<file path="config.mk">
export PLATFORM = sky130hd
export DESIGN_NAME = multi_counter
export DESIGN_NICKNAME = d
export VERILOG_FILES = /design/src/rtl/multi_counter_pkg.sv /design/src/rtl/counter_channel.sv /design/src/rtl/multi_counter.sv
export SDC_FILE = /design/constraint.sdc
export NUM_CORES = 2
export LEC_CHECK = 0
export ABC_AREA = 1
export CAP_MARGIN = 20
export CORE_ASPECT_RATIO = 0.8
export CORE_UTILIZATION = 40
export DETAILED_ROUTE_END_ITERATION = 7
export SLEW_MARGIN = 20
export SYNTH_ARGS = -nofsm -noshare
export SYNTH_HDL_FRONTEND = slang
export SYNTH_SLANG_ARGS = --single-unit
</file>
<file path="constraint.sdc">
create_clock -name clk -period 1.91 [get_ports clk]
set_input_delay 0.2865 -clock clk [delete_from_list [all_inputs] [get_ports clk]]
set_output_delay 0.2865 -clock clk [all_outputs]
set_load 0.01 [all_outputs]
</file>
<file path="src/rtl/multi_counter_pkg.sv">
// Shared register map, CTRL/STATUS bit positions and the byte-lane merge helper
// for the multi_counter block.
package multi_counter_pkg;

    typedef enum logic [1:0] {
        REG_CTRL   = 2'd0,
        REG_COUNT  = 2'd1,
        REG_LIMIT  = 2'd2,
        REG_STATUS = 2'd3
    } reg_sel_e;

    localparam int unsigned CTRL_EN      = 0;
    localparam int unsigned CTRL_DOWN    = 1;
    localparam int unsigned CTRL_ONESHOT = 2;
    localparam int unsigned CTRL_IRQ_EN  = 3;
    localparam int unsigned CTRL_BITS    = 4;

    localparam int unsigned STATUS_MATCH = 0;

    localparam int unsigned CHANNEL_STRIDE = 16;

    // Replace only the byte lanes selected by strb; other lanes keep old_val.
    function automatic logic [31:0] apply_wstrb(input logic [31:0] old_val,
                                                input logic [31:0] new_val,
                                                input logic [3:0]  strb);
        logic [31:0] merged;
        merged = old_val;
        for (int unsigned b = 0; b < 4; b++) begin
            if (strb[b]) begin
                merged[8*b +: 8] = new_val[8*b +: 8];
            end
        end
        return merged;
    endfunction

endpackage

</file>
<file path="src/rtl/counter_channel.sv">
// One counter channel: CTRL/COUNT/LIMIT/MATCH registers, tick, wrap and oneshot
// behaviour, plus the level interrupt.
module counter_channel
    import multi_counter_pkg::*;
#(
    parameter int unsigned WIDTH = 32
) (
    input  logic                 clk,
    input  logic                 reset,
    input  logic                 wr_en,
    input  reg_sel_e             wr_reg,
    input  logic [31:0]          wr_data,
    input  logic [3:0]           wr_strb,
    output logic [CTRL_BITS-1:0] ctrl,
    output logic [WIDTH-1:0]     count,
    output logic [WIDTH-1:0]     limit,
    output logic                 match,
    output logic                 irq
);

    logic [CTRL_BITS-1:0] ctrl_q,  ctrl_d;
    logic [WIDTH-1:0]     count_q, count_d;
    logic [WIDTH-1:0]     limit_q, limit_d;
    logic                 match_q, match_d;

    logic        tick_hit;
    logic        match_clr;
    logic [31:0] wide;

    always_comb begin
        ctrl_d    = ctrl_q;
        count_d   = count_q;
        limit_d   = limit_q;
        tick_hit  = 1'b0;
        match_clr = 1'b0;
        wide      = '0;

        if (ctrl_q[CTRL_EN]) begin
            if (!ctrl_q[CTRL_DOWN]) begin
                if (count_q == limit_q) begin
                    tick_hit = 1'b1;
                    if (ctrl_q[CTRL_ONESHOT]) begin
                        ctrl_d[CTRL_EN] = 1'b0;
                        count_d         = limit_q;
                    end else begin
                        count_d = '0;
                    end
                end else begin
                    count_d = count_q + WIDTH'(1);
                end
            end else begin
                if (count_q == '0) begin
                    tick_hit = 1'b1;
                    if (ctrl_q[CTRL_ONESHOT]) begin
                        ctrl_d[CTRL_EN] = 1'b0;
                        count_d         = '0;
                    end else begin
                        count_d = limit_q;
                    end
                end else begin
                    count_d = count_q - WIDTH'(1);
                end
            end
        end

        if (wr_en) begin
            case (wr_reg)
                REG_CTRL: begin
                    wide[CTRL_BITS-1:0] = ctrl_q;
                    wide                = apply_wstrb(wide, wr_data, wr_strb);
                    ctrl_d              = wide[CTRL_BITS-1:0];
                end
                REG_COUNT: begin
                    // A colliding COUNT write discards the tick's match event,
                    // including the oneshot disable that would go with it.
                    wide[WIDTH-1:0] = count_q;
                    wide            = apply_wstrb(wide, wr_data, wr_strb);
                    count_d         = wide[WIDTH-1:0];
                    ctrl_d          = ctrl_q;
                    tick_hit        = 1'b0;
                end
                REG_LIMIT: begin
                    wide[WIDTH-1:0] = limit_q;
                    wide            = apply_wstrb(wide, wr_data, wr_strb);
                    limit_d         = wide[WIDTH-1:0];
                end
                REG_STATUS: begin
                    match_clr = wr_strb[0] && wr_data[STATUS_MATCH];
                end
            endcase
        end

        match_d = (match_q && !match_clr) || tick_hit;
    end

    always_ff @(posedge clk) begin
        if (reset) begin
            ctrl_q  <= '0;
            count_q <= '0;
            limit_q <= '0;
            match_q <= 1'b0;
        end else begin
            ctrl_q  <= ctrl_d;
            count_q <= count_d;
            limit_q <= limit_d;
            match_q <= match_d;
        end
    end

    assign ctrl  = ctrl_q;
    assign count = count_q;
    assign limit = limit_q;
    assign match = match_q;
    assign irq   = match_q & ctrl_q[CTRL_IRQ_EN];

endmodule

</file>
<file path="src/rtl/multi_counter.sv">
// Bank of independent counters behind a simple valid/ready register bus:
// address decode, one-cycle ready handshake and registered read mux.
module multi_counter
    import multi_counter_pkg::*;
#(
    parameter int unsigned CHANNELS  = 4,
    parameter int unsigned WIDTH     = 32,
    parameter logic [31:0] BASE_ADDR = 32'h3000_0000
) (
    input  logic                      clk,
    input  logic                      reset,
    input  logic                      valid,
    input  logic [3:0]                wstrb,
    input  logic [31:0]               addr,
    input  logic [31:0]               wdata,
    output logic                      ready,
    output logic [31:0]               rdata,
    output logic [CHANNELS*WIDTH-1:0] count_o,
    output logic [CHANNELS-1:0]       irq
);

    localparam int unsigned CH_LSB = $clog2(CHANNEL_STRIDE);

    logic        ready_q, ready_d;
    logic [31:0] rdata_q, rdata_d;

    logic        hit;
    logic        accept;
    logic        is_write;
    logic [3:0]  ch_idx;
    reg_sel_e    reg_sel;
    logic [31:0] rd_val;
    logic        unused_addr_bits;

    logic [CTRL_BITS-1:0] ch_ctrl  [CHANNELS];
    logic [WIDTH-1:0]     ch_count [CHANNELS];
    logic [WIDTH-1:0]     ch_limit [CHANNELS];
    logic [CHANNELS-1:0]  ch_match;

    assign hit              = (addr[31:8] == BASE_ADDR[31:8]);
    assign ch_idx           = addr[CH_LSB +: 4];
    assign reg_sel          = reg_sel_e'(addr[3:2]);
    assign is_write         = |wstrb;
    assign accept           = valid && !ready_q && hit;
    assign unused_addr_bits = ^addr[1:0];

    for (genvar g = 0; g < CHANNELS; g++) begin : g_ch
        logic wr_en;
        assign wr_en = accept && is_write && (ch_idx == 4'(g));

        counter_channel #(
            .WIDTH (WIDTH)
        ) u_channel (
            .clk     (clk),
            .reset   (reset),
            .wr_en   (wr_en),
            .wr_reg  (reg_sel),
            .wr_data (wdata),
            .wr_strb (wstrb),
            .ctrl    (ch_ctrl[g]),
            .count   (ch_count[g]),
            .limit   (ch_limit[g]),
            .match   (ch_match[g]),
            .irq     (irq[g])
        );

        assign count_o[g*WIDTH +: WIDTH] = ch_count[g];
    end

    // Channel indices with no instance fall through and read as zero.
    always_comb begin
        rd_val = '0;
        for (int unsigned n = 0; n < CHANNELS; n++) begin
            if (ch_idx == 4'(n)) begin
                case (reg_sel)
                    REG_CTRL:   rd_val[CTRL_BITS-1:0] = ch_ctrl[n];
                    REG_COUNT:  rd_val[WIDTH-1:0]     = ch_count[n];
                    REG_LIMIT:  rd_val[WIDTH-1:0]     = ch_limit[n];
                    REG_STATUS: rd_val[STATUS_MATCH]  = ch_match[n];
                endcase
            end
        end
    end

    always_comb begin
        ready_d = accept;
        rdata_d = rdata_q;
        if (accept) begin
            rdata_d = rd_val;
        end
    end

    always_ff @(posedge clk) begin
        if (reset) begin
            ready_q <= 1'b0;
            rdata_q <= '0;
        end else begin
            ready_q <= ready_d;
            rdata_q <= rdata_d;
        end
    end

    assign ready = ready_q;
    assign rdata = rdata_q;

endmodule

</file>
# Word level (Yosys, flattened, before mapping)
# Index checks and enable logic that the tools add are counted.
# word_totals
out_inout_bits	165
in_bits	71
ramBits	0
ff_bits	309
mem_bits_ro	0
latchBits	0
elab_cells	256
memories	0
# classes
n_mux	110
n_shift	0
order_cmp	0
eq_ne	35
n_addsub	8
n_reduce_logical	52
div_mod_pow	0
n_bitwise	5
n_mul	0
# ops
op	count
32-bit 2-to-1 mux	36
28-bit one-hot mux with 2 select lines	4
32-bit by 1-bit adder with 32-bit output, second input constant	4
32-bit equality test	4
32-bit zero test	4
32-bit by 1-bit subtractor with 32-bit output, second input constant	4
3-bit inequality test, second input constant	20
1-bit 2-to-1 mux	53
3-bit AND reduction	16
3-bit one-hot mux with 3 select lines	4
8-bit 2-to-1 mux	4
4-bit one-hot mux with 2 select lines	4
24-bit by 22-bit equality test with 1-bit output, second input constant	1
1-bit one-hot mux with 4 select lines	4
4-bit AND reduction	4
1-bit logical AND	12
4-bit by 2-bit equality test with 1-bit output, second input constant	2
2-bit inequality test, second input constant	4
2-bit AND reduction	4
1-bit zero test	5
1-bit bitwise AND	4
2-bit equality test, second input constant	2
4-bit by 1-bit equality test with 1-bit output, second input constant	1
4-bit zero test	1
other kinds (6)	9

# Depth between registers and ports, before layout
# logic_depth
word_depth	9
ltp_mapped	17
depth_no_buf	16

# Hierarchy
# A second synthesis with hierarchy kept.
# unflattened
hier_cells	6063
hier_area_um2	33734.9
# modules_own_cells
module	area_per_inst_um2	n_inst	seq_area_each_um2	cells_each
counter_channel (g_ch[0].u_channel ...)	7377.1	2	1381.3	1312
counter_channel (g_ch[2].u_channel ...)	7333.3	2	1381.3	1300
multi_counter	4314.1	1	660.6	839

# Worst setup path before layout
# Ideal clock, no wire load.
# synth_path
kind	reg2reg
start	reg g_ch[3].u_channel.count_q[0]
end	reg g_ch[3].u_channel.count_q[26]
required_ns	1.790
setup_ns	0.120
path_buffers	0
path_stages_with_launch	12
arrival_time_ns	1.842
setup_slack_ns	-0.052
period_less_slack_ns	1.962
cell_sequence	dfxtp_1 > ha_1 > nand3_1 > nor3_1 > nand3_1 > nor2_1 > nand2_1 > xor2_1 > nand2_1 > nand3_1 > nand3_1 > a21oi_1
# synth_between
elab_chain_cells	6
elab_cells_between_ends	10
cone_classes	2 x add/sub; 1 x eq/ne; 6 x mux; 1 x reduce/logical
# synth_lines
item	line_no	text
start, declared	counter_channel.sv:22	logic [WIDTH-1:0] count_q, count_d;
start signal, assigned	counter_channel.sv:104	count_q <= count_d;
32-bit by 1-bit adder with 32-bit output, or another cell as far along	counter_channel.sv:49	count_d = count_q + WIDTH'(1);
32-bit 2-to-1 mux, on equally long branches	counter_channel.sv:40, counter_channel.sv:52	
32-bit 2-to-1 mux (*)	counter_channel.sv:39	if (!ctrl_q[CTRL_DOWN]) begin
32-bit 2-to-1 mux (*)	counter_channel.sv:38	if (ctrl_q[CTRL_EN]) begin
32-bit 2-to-1 mux	counter_channel.sv:67	case (wr_reg)
32-bit 2-to-1 mux (*)	counter_channel.sv:66	if (wr_en) begin
# Every way passes the cells marked *; elsewhere a longest branch is shown, timed or not.
# A chain may end at the register's enable or synchronous reset.

# Worst setup path in the final report
# layout_path
start	reg g_ch[2].u_channel.count_q[1]
end	reg g_ch[2].u_channel.count_q[16]
# layout_between
elab_chain_cells	6
elab_cells_between_ends	10
cone_classes	2 x add/sub; 1 x eq/ne; 6 x mux; 1 x reduce/logical
# layout_lines
item	line_no
start, declared	counter_channel.sv:22
start signal, assigned	counter_channel.sv:104
32-bit by 1-bit adder with 32-bit output, or another cell as far along	counter_channel.sv:49
32-bit 2-to-1 mux, on equally long branches	counter_channel.sv:40, counter_channel.sv:52
32-bit 2-to-1 mux (*)	counter_channel.sv:39
32-bit 2-to-1 mux (*)	counter_channel.sv:38
32-bit 2-to-1 mux	counter_channel.sv:67
32-bit 2-to-1 mux (*)	counter_channel.sv:66
# Marked as above.

==> impl_results.md <==
- Global-route wire length before repair: 272 mm
- Fin util: 74.3%
- Die span in y: 240 um
- Worst-path cell chain: buf_6, nand2_2, nand4_1, nor2_1, nand2_1, nor2_4, nand2_8, nor2_4, buf_6, buf_16, buf_4, nand2_4, nand3_2, nand3_2, a21oi_1
- WL met1: 74.9 mm
- Outcome: finished, violations left
- Grt ovf: 0
- Synth warn: 0
- Type of origin of the critical path: flip-flop
- Iteration-0 DRC count of the detailed router: 7766
- Final hold slack: 0.186 ns
- Area added between synthesis and finish: 82.4%
- CP Max Fanout: 5
- Io pins: 236
- Cell taking the most area after synthesis: dfxtp_1
- Multi-input gate area: 0.0237 sq mm
- Top Metal Used: met5
- Vias per cell: 6.10
- Post-Route WL: 199 mm
- Top cell type's share of synthesized area: 21.9%
- Synth top area cells: dfxtp_1 22%, nand2_1 16%, o21ai_0 7.9%
- Final #Nets: 6592
- DRC violations left: 0
- Tot GR Track Use: 51.4%
- Later-pin clock latency in the skew report: 0.60 ns
- Antenna violation net count after detailed routing: 0
- P_leak: 23.8 nW
- Int Pwr: 11.3 mW
- Clock Power Share: 48.6%
- Chip width: 299 um
- Seq/Total Area, Yosys: 21.9%
- Yosys reg bits: 309
- Number of antenna violations at the first check in global routing: 7
- Crit path DAT: 2.85 ns
- Critical Path Slowest Stage Cell: dfxtp_4
- Effective utilization at floorplan: 40.7%
- Die footprint: 0.0717 sq mm
- Hold WC Path Type: input pin to flip-flop
- Mean Syn Cell Area: 5.75 sq um
- Failing checks: negative setup slack
- Mapped Area: 0.0283 sq mm
- CTS clk-pin slew, worst paths: 0.06 ns
- MaxCap Viol Count: 0
- Row cnt: 86
- Port Buffers: 233
- Vias in the first global route: 40400
- EDFF count, synth: 0
- Clock Tree Root: clkbuf_16
- Syn Inst Count: 4920
- Most common library cells after synthesis: 1242 x nand2_1, 480 x nor2_1, 467 x inv_1
- Layout cell share with drive strength beyond 1: 45.5%
- H-tree levels: 2
- Hold path cells: 4
- Post-synth ARST share: 0%
- Cell area power density: 308 mW/mm^2
- Syn Nets: 5009
- Detail Route met3 WL: 34.5 mm
- Predominant post-synthesis flop cell: dfxtp_1
- RePlAce Congestion: 1.12
- Hold Vio Cnt, Final: 0
- Yosys cell types: 55
- Worst slew margin: 54.7%
- PnR worst setup slack: -0.427 ns
- CTS Buf Count: 39
- CTS sink cnt: 309
- Final Max Tran Viols: 0
- Min Tclk post-route: 2.34 ns
- Met2 WL: 74.4 mm
- Detail Placement HPWL: 145 mm
- Top-count cell post-synth: nand2_1
- Pin count of the biggest net entering global routing: 56
- Fill cells: 5561
- CP max stage delay: 0.36 ns
- TritonCTS clock tree: yes
- Critical path class: flip-flop to flip-flop
- CP endpoint kind: flip-flop
- RSZ-0062 raised after global routing: true
- Fmax: 428 MHz
- R2r worst-path depth: 15
- Pre-antenna DRT Iters: 7
- Final setup fails: 278
- Logic gate share of total power: 11.5%
- Period Utilization, post-route: 122%
- P_sw: 4.63 mW
- CP required: 2.43 ns
- Clock Skews: 0.0221 ns
- Register area: 0.00656 sq mm
- Clock Path Buffers: 3
- Slew @ Worst Pin: 0.677 ns
- Core area: 0.0694 sq mm
- Flop pwr share: 39.9%
- Sw frac: 29.2%
- Drt wl/cell: 26.7 um
- Via count: 45400
- Max VDD drop: 0.555 mV
repair_timing:
item	CTS	global route
pin swaps	318	337
setup endpoints to repair	438	329
setup buffers	122	107
cloned	26	14
hold buffers	0	0
resized for setup	1324	824
sequential cells by signal (all words and copies together) (netlist names):
name,cells
rdata,32
g_ch.u_channel.limit,128
g_ch.u_channel.match,4
g_ch.u_channel.count,128
ready,1
g_ch.u_channel.ctrl,16
layer usage:
metal | GRT usage, % | vias up
li1 | - | 19600
met2 | 68.0 | 4034
met5 | 0 | -
met4 | 29.9 | 10
met1 | 69.3 | 20900
met3 | 20.3 | 877
cells by family (layout without fill, tap and decap cells):
group,count (synthesis),count (layout),share of synthesized area [%]
buf+inv,850,2452,12.3
simple gates,2383,2387,36.3
flops,309,309,21.9
fa+ha+maj,18,18,0.797
compound gates,1187,1187,23.4
other cells,0,5,0
xor+xnor,173,173,5.36
layout make-up:
type                    instances  share of cell area (%)
diodes                          5                  0.0243
clock buffers                  53                    2.15
clock inverters                11                   0.248
inverters                     539                    4.27
multi-input cells            3765                    46.0
flip-flops and latches        309                    12.7
well taps                     924                    2.24
repair buffers               1849                    32.3
through the flow:
| step | cell area [sq um] | TNS [ns] | std cells | worst slack, ns | power (mW) |
|---|---|---|---|---|---|
| 5_1_grt | 51500 | -62.35 | 7450 | -0.450 | 16.0 |
| 4_1_cts | 47700 | -12.67 | 7345 | -0.210 | 15.5 |
| 6_report | 51600 | -40.54 | 7455 | -0.427 | 15.9 |
| 3_3_place_gp | 41300 | -215.87 | 7142 | -1.00 | 8.07 |
| 2_1_floorplan | 28300 | 0 | 4920 | 0.000916 | 7.04 |
| 3_5_place_dp | 41300 | -217.86 | 7142 | -1.07 | 8.07 |
power groups by stage:
stage / Combinational [mW] / Clock, mW / Sequential [mW]
6_report: 1.83 / 7.72 / 6.33
3_3_place_gp: 1.49 / 0 / 6.59
3_5_place_dp: 1.49 / 0 / 6.59
5_1_grt: 1.80 / 7.83 / 6.33
4_1_cts: 1.57 / 7.56 / 6.34
2_1_floorplan: 0.456 / 0 / 6.59
placed cells by master (no fill, tap or decap), types with 128 or more instances in the layout:
| master | n |
|---|---|
| buf_4 | 1296 |
| nand2_1 | 986 |
| inv_1 | 420 |
| nor2_1 | 296 |
| a21oi_1 | 293 |
| o21ai_0 | 261 |
| nand3_1 | 206 |
| buf_6 | 197 |
| nand2_2 | 173 |
| dfxtp_1 | 166 |
| xor2_1 | 130 |
| clkdlybuf4s50_1 | 128 |
worst paths after layout:
kind                                       to                        from  slack [ns]
setup / recovery  g_ch[2].u_channel.count[16]  g_ch[2].u_channel.count[1]       -0.43
hold / removal    g_ch[0].u_channel.limit[13]                       reset        0.19
setup reg to reg  g_ch[2].u_channel.count[16]  g_ch[2].u_channel.count[1]       -0.43
hold reg to reg       g_ch[2].u_channel.match     g_ch[2].u_channel.match        0.50
worst max-delay path: cells and delay by family (launching register included):
| family | cells | cell delay [ns] |
|---|---|---|
| buffers and inverters | 4 | 0.55 |
| AO/OA/AOI/OAI | 1 | 0.13 |
| flip-flops | 1 | 0.36 |
| AND/OR/NAND/NOR | 10 | 1.21 |
Note: power is estimated with default switching activity, not from simulation.
